[src/rtl/wb_arbiter.sv]
// Merges ALU and formatted load results onto one register-file write port; writes are registered (1 cycle after the win).
// Loads queue in a DEPTH-entry FIFO (ld_ready drops when full); the ALU is stalled once it has won STARVE_LIMIT times over a waiting load.
module wb_arbiter #(
    parameter int DEPTH        = 4,
    parameter int STARVE_LIMIT = 3
) (
    input  logic                       clk,
    input  logic                       rst,
    input  logic                       alu_valid,
    output logic                       alu_ready,
    input  logic [4:0]                 alu_rd,
    input  logic [31:0]                alu_result,
    input  logic                       ld_valid,
    output logic                       ld_ready,
    input  logic [4:0]                 ld_rd,
    input  logic [2:0]                 ld_funct3,
    input  logic [1:0]                 ld_addr_lo,
    input  logic [31:0]                ld_data,
    input  logic [4:0]                 hz_rs1,
    input  logic [4:0]                 hz_rs2,
    output logic                       hz_stall,
    output logic                       regWrite,
    output logic [4:0]                 rd,
    output logic [31:0]                writeData,
    output logic [$clog2(DEPTH+1)-1:0] fifo_count
);
    localparam int CW = $clog2(DEPTH + 1);
    localparam int PW = $clog2(DEPTH);
    localparam int SW = $clog2(STARVE_LIMIT + 1);

    typedef struct packed {
        logic [4:0]  rd;
        logic [31:0] dat;
    } entry_t;

    entry_t          mem [DEPTH];
    logic [PW-1:0]   wr_ptr;
    logic [PW-1:0]   rd_ptr;
    logic [SW-1:0]   starve_cnt;
    entry_t          head;
    logic            forced;
    logic            funct3_ok;
    logic            push;
    logic            pop;
    logic            alu_win;

    function automatic logic [31:0] fmt_load(input logic [2:0] f3, input logic [1:0] lo,
                                             input logic [31:0] w);
        logic [31:0] sh;
        logic [7:0]  b;
        logic [15:0] h;
        sh = w >> {lo, 3'b000};
        b  = sh[7:0];
        h  = lo[1] ? w[31:16] : w[15:0];
        case (f3)
            3'b000:  return {{24{b[7]}}, b};
            3'b100:  return {24'd0, b};
            3'b001:  return {{16{h[15]}}, h};
            3'b101:  return {16'd0, h};
            3'b010:  return w;
            default: return 32'd0;
        endcase
    endfunction

    assign head      = mem[rd_ptr];
    assign forced    = (starve_cnt == SW'(STARVE_LIMIT)) && (fifo_count != '0);
    assign alu_ready = !rst && !forced;
    assign ld_ready  = !rst && (fifo_count < CW'(DEPTH));
    assign funct3_ok = (ld_funct3 == 3'b000) || (ld_funct3 == 3'b100) || (ld_funct3 == 3'b001) ||
                       (ld_funct3 == 3'b101) || (ld_funct3 == 3'b010);
    // Bad funct3 and x0 loads still handshake; they are just never stored.
    assign push      = ld_valid && ld_ready && (ld_rd != 5'd0) && funct3_ok;
    assign alu_win   = alu_valid && alu_ready && (alu_rd != 5'd0);
    assign pop       = !alu_win && (fifo_count != '0);

    always_comb begin
        hz_stall = 1'b0;
        if (regWrite && (((hz_rs1 != 5'd0) && (hz_rs1 == rd)) || ((hz_rs2 != 5'd0) && (hz_rs2 == rd))))
            hz_stall = 1'b1;
        for (int k = 0; k < DEPTH; k++) begin
            if (CW'(k) < fifo_count) begin
                if (((hz_rs1 != 5'd0) && (hz_rs1 == mem[rd_ptr + PW'(k)].rd)) ||
                    ((hz_rs2 != 5'd0) && (hz_rs2 == mem[rd_ptr + PW'(k)].rd)))
                    hz_stall = 1'b1;
            end
        end
    end

    always_ff @(posedge clk) begin
        if (push)
            mem[wr_ptr] <= {ld_rd, fmt_load(ld_funct3, ld_addr_lo, ld_data)};
    end

    always_ff @(posedge clk or posedge rst) begin
        if (rst) begin
            wr_ptr     <= '0;
            rd_ptr     <= '0;
            fifo_count <= '0;
            starve_cnt <= '0;
            regWrite   <= 1'b0;
            rd         <= 5'd0;
            writeData  <= 32'd0;
        end else begin
            if (push)
                wr_ptr <= wr_ptr + PW'(1);
            if (pop)
                rd_ptr <= rd_ptr + PW'(1);
            case ({push, pop})
                2'b10:   fifo_count <= fifo_count + CW'(1);
                2'b01:   fifo_count <= fifo_count - CW'(1);
                default: fifo_count <= fifo_count;
            endcase
            if (pop || (fifo_count == '0))
                starve_cnt <= '0;
            else if (alu_win && (starve_cnt != SW'(STARVE_LIMIT)))
                starve_cnt <= starve_cnt + SW'(1);
            regWrite <= alu_win || pop;
            if (alu_win) begin
                rd        <= alu_rd;
                writeData <= alu_result;
            end else if (pop) begin
                rd        <= head.rd;
                writeData <= head.dat;
            end
        end
    end
endmodule
[config.mk]
export PLATFORM = sky130hd
export DESIGN_NAME = wb_arbiter
export DESIGN_NICKNAME = d
export VERILOG_FILES = /design/src/rtl/wb_arbiter.sv
export SDC_FILE = /design/constraint.sdc
export NUM_CORES = 1
export LEC_CHECK = 0
export BUFFER_PORTS_ARGS = -buffer_cell sky130_fd_sc_hd__buf_2
export CAP_MARGIN = 0
export CORE_ASPECT_RATIO = 1.4
export CORE_MARGIN = 5
export CORE_UTILIZATION = 30
export CTS_CLUSTER_DIAMETER = 100
export DETAILED_ROUTE_END_ITERATION = 8
export HOLD_SLACK_MARGIN = 0.08
export PLACE_DENSITY = 0.45
export SYNTH_ARGS = -nofsm -noshare
export SYNTH_HDL_FRONTEND = slang
export SYNTH_SLANG_ARGS = --single-unit
[constraint.sdc]
create_clock -name clk -period 3.96 [get_ports clk]
set_input_delay 0.198 -clock clk [delete_from_list [all_inputs] [get_ports clk]]
set_output_delay 0.198 -clock clk [all_outputs]
set_load 0.02 [all_outputs]
==> PnR_summary.wiki <==
{| class="wikitable"
! Metric !! Value
|-
| Post-synth top area cell || sky130_fd_sc_hd__edfxtp_1
|-
| Share of post-route cells with drive strength above 1 || 28.4%
|-
| Total clock sinks || 195
|-
| Commonest cells in the netlist || sky130_fd_sc_hd__edfxtp_1, sky130_fd_sc_hd__nand2_1, sky130_fd_sc_hd__nor2_1, sky130_fd_sc_hd__dfrtp_1, sky130_fd_sc_hd__mux4_2
|-
| Peak supply drop || 0.275 mV
|-
| Finished Core Util || 37.0%
|-
| Count of warnings emitted by yosys || 0
|-
| Post-Syn Nets || 772
|-
| Register clock-pin slew on the reported worst setup and hold paths || 0.06 ns
|-
| Vias in the first global route || 6,390
|-
| Actual transition at the worst max-transition pin || 0.996 ns
|-
| Final Cycle Share || 84.4%
|-
| Family with the most delay on the worst path || flip-flops
|-
| Clock latency reported for the late side of the worst-skew pair || 0.44 ns
|-
| Pin count of the biggest net entering global routing || 78
|-
| CTS Root Buffer Type || sky130_fd_sc_hd__clkbuf_16
|-
| Sw Pwr || 2.57 mW
|-
| Via total after detailed routing || 6,030
|-
| Final setup violation count || 0
|-
| Remaining Overflow, GRT || 0
|-
| Top area cells in the synthesized netlist || sky130_fd_sc_hd__edfxtp_1, sky130_fd_sc_hd__dfrtp_1, sky130_fd_sc_hd__mux4_2
|-
| Die area || 34,500 um2
|-
| Outcome || completed
|-
| Combinational cell fraction of total power || 36.6%
|-
| #FFs+latches synth || 195
|-
| Total setup buffers inserted after CTS || 0
|-
| Wire length of the first global-routing pass || 38.6 mm
|-
| Number of unique standard cell types used by synthesis || 44
|-
| CP Launch Type || register
|-
| Die Y-Extent || 218 um
|-
| Number of hold violations in the final report || 0
|-
| Initial antenna violation count || 0
|-
| Setup repair after global routing missed its margin || no
|-
| Port Buffers || 136
|-
| Number of maximum-capacitance violations || 0
|-
| Main flop type after synthesis || sky130_fd_sc_hd__edfxtp_1
|-
| Total half-perimeter wirelength after legalization and detailed placement || 17.8 mm
|-
| Share of Yosys cell area claimed by the top area cell type || 48.1%
|-
| Placer's final routability congestion estimate || 0.852
|-
| Slowest cell on crit path || sky130_fd_sc_hd__dfrtp_4
|-
| DR WL/cell || 20.5 um
|-
| Number of vias per cell || 4.89
|-
| Register area share after synthesis || 60.8%
|-
| First-pass iteration count of the detailed router || 4
|-
| Number of enable flip-flop cells after synthesis || 148
|-
| Final design instance area without fill || 11,300 um2
|-
| Worst clock skew on the final layout || 0.00901 ns
|-
| Violation count after the first detailed-routing iteration || 327
|-
| Critical Path Max Stage Delay || 0.84 ns
|-
| Placed instance area || 10,300 um2
|-
| Total core area || 30,600 um2
|-
| Upper clock frequency limit || 299 MHz
|-
| PnR Total Power || 7.27 mW
|-
| Initial core utilization || 30.2%
|-
| Clock tree from TritonCTS || built
|-
| Chip Width || 158 um
|-
| Number of routed nets with antenna violations || 0
|-
| Reg2Reg Setup Slack || 1.09 ns
|-
| Max Root-Sink Buffers || 2
|-
| Setup TNS Final || 0 ns
|-
| GRT Util Overall || 15.0%
|-
| Power density over the cells || 642 nW/um2
|-
| Instance count after placement with tap cells included || 1,158
|-
| Minimum clock period after layout || 3.34 ns
|-
| Data required time of the worst path || 3.76 ns
|-
| Endpoint arrival time on the critical path || 3.14 ns
|-
| Kind of capture point of the worst setup path || primary output
|-
| Crit path buf inv count || 1
|-
| Cts repair resizes || 0
|-
| Final non-filler cell total || 1,233
|-
| Pins over their slew limit || 0
|-
| Num CTS Buffers || 17
|-
| Static leakage || 4.36 nW
|-
| Crit Path Class || register to primary output
|-
| Floorplan row count || 76
|-
| Synth Area per Inst || 13.8 um2
|-
| Worst-path maximum fanout || 34
|-
| Relative contribution of the clock network to total power || 23.4%
|-
| Synthesized instance count || 669
|-
| Total routed wirelength || 25.3 mm
|-
| Area growth from synthesis to final layout || 22.5%
|-
| Number of nets in the layout || 933
|-
| Mapped Area || 9240 um2
|-
| Async SR Flop Fraction || 24.1%
|-
| Ordered cell list for the critical path || mux4_2 > xor2_1 > nor4_2 > a311o_1 > o32ai_1 > o21ai_1 > buf_2
|-
| Most common cell in the netlist || sky130_fd_sc_hd__edfxtp_1
|-
| Net Sw Frac || 35.4%
|-
| Antenna diode count || 0
|-
| CTS H-Tree Depth || 4
|-
| Total internal power || 4.70 mW
|-
| Relative slew slack || 33.6%
|-
| Ports placed on the boundary || 137
|-
| Worst min-delay path category || input pin to register
|-
| Register share of total power || 40.0%
|-
| DRC viols || 0
|}
==> what timing repair did <==
action / 4_1_cts / 5_1_grt
hold endpoints to repair: 83 / 0
endpoints found under the setup margin: 0 / 0
hold buffers: 43 / 0
==> final cells by class <==
| type | count | area [um2] |
|---|---|---|
| multi-input combinational | 419 | 3410 |
| clock buffer | 21 | 460 |
| sequential | 195 | 5630 |
| fill | 2967 | 19300 |
| timing repair buffer | 189 | 1200 |
| tap | 390 | 488 |
| clock inverter | 11 | 110 |
| inverter | 8 | 30.0 |
==> power groups by stage <==
stage,sequential (mW),combinational (mW),clock [mW]
floorplan,3.02,1.81,0
global placement,2.96,2.70,0
detailed placement,2.97,2.71,0
CTS,2.93,2.75,1.75
global route,2.98,2.93,1.84
finish,2.91,2.66,1.70
==> cells by family (layout without fill, tap and decap cells) <==
family          count (synthesis)  count (layout)  synth area share [%]
mux                            73              73                  13.9
compound gates                 98              98                  7.79
flops                         195             195                  60.8
simple gates                  184             184                  8.36
fa+ha+maj                      10              10                  1.35
buf+inv                        55             229                  2.63
xor+xnor                       54              54                  5.12
==> stage by stage <==
step / setup WS, ns / hold slack [ns]
after floorplan: 1.08 / 0.297
after global placement: 0.961 / 0.382
after detailed placement: 0.989 / 0.374
after CTS: 0.520 / 0.134
after global routing: 0.321 / 0.152
final: 0.618 / 0.144
==> cells in the final DEF, fill, tap and decap left out, types with 9 or more instances in the layout <==
cell	n
sky130_fd_sc_hd__a221o_1	12
sky130_fd_sc_hd__nand2_1	100
sky130_fd_sc_hd__dfrtp_1	45
sky130_fd_sc_hd__a21o_1	18
sky130_fd_sc_hd__buf_4	9
sky130_fd_sc_hd__buf_2	136
sky130_fd_sc_hd__clkbuf_16	17
sky130_fd_sc_hd__dlygate4sd3_1	43
sky130_fd_sc_hd__xor2_1	30
sky130_fd_sc_hd__xnor2_1	24
sky130_fd_sc_hd__mux4_2	43
sky130_fd_sc_hd__edfxtp_1	148
sky130_fd_sc_hd__nand4_1	9
sky130_fd_sc_hd__nor2_1	51
sky130_fd_sc_hd__mux2_1	10
sky130_fd_sc_hd__a31oi_1	39
sky130_fd_sc_hd__mux2i_1	16
sky130_fd_sc_hd__ha_1	10
==> metal layers <==
metal / vias to the layer above / global-route usage [%] / part of all wire [%]
li1: 2829 / - / -
met1: 3029 / 19.5 / 43
met2: 146 / 25.4 / 51
met3: 26 / 2.42 / 3.6
met4: 0 / 4.92 / 2.1
met5: - / 0 / 0
==> state kept, by name, indices dropped and copies added (netlist names) <==
| signal | flops |
|---|---|
| regWrite | 1 |
| writeData | 32 |
| fifo_count | 3 |
| wr_ptr | 2 |
| starve_cnt | 2 |
| rd | 5 |
| rd_ptr | 2 |
| mem | 148 |
==> worst paths after layout <==
kind,startpoint,depth (start not counted),end
max in group asynchronous,rst,4,writeData[16]
min,ld_data[16],2,mem[2][16]
max reg2reg,fifo_count[2],5,mem[2][26]
min in group asynchronous,rst,3,rd[1]
max,rd_ptr[0],7,hz_stall
min reg2reg,starve_cnt[0],1,starve_cnt[0]
(Power assumes the default switching activity.)
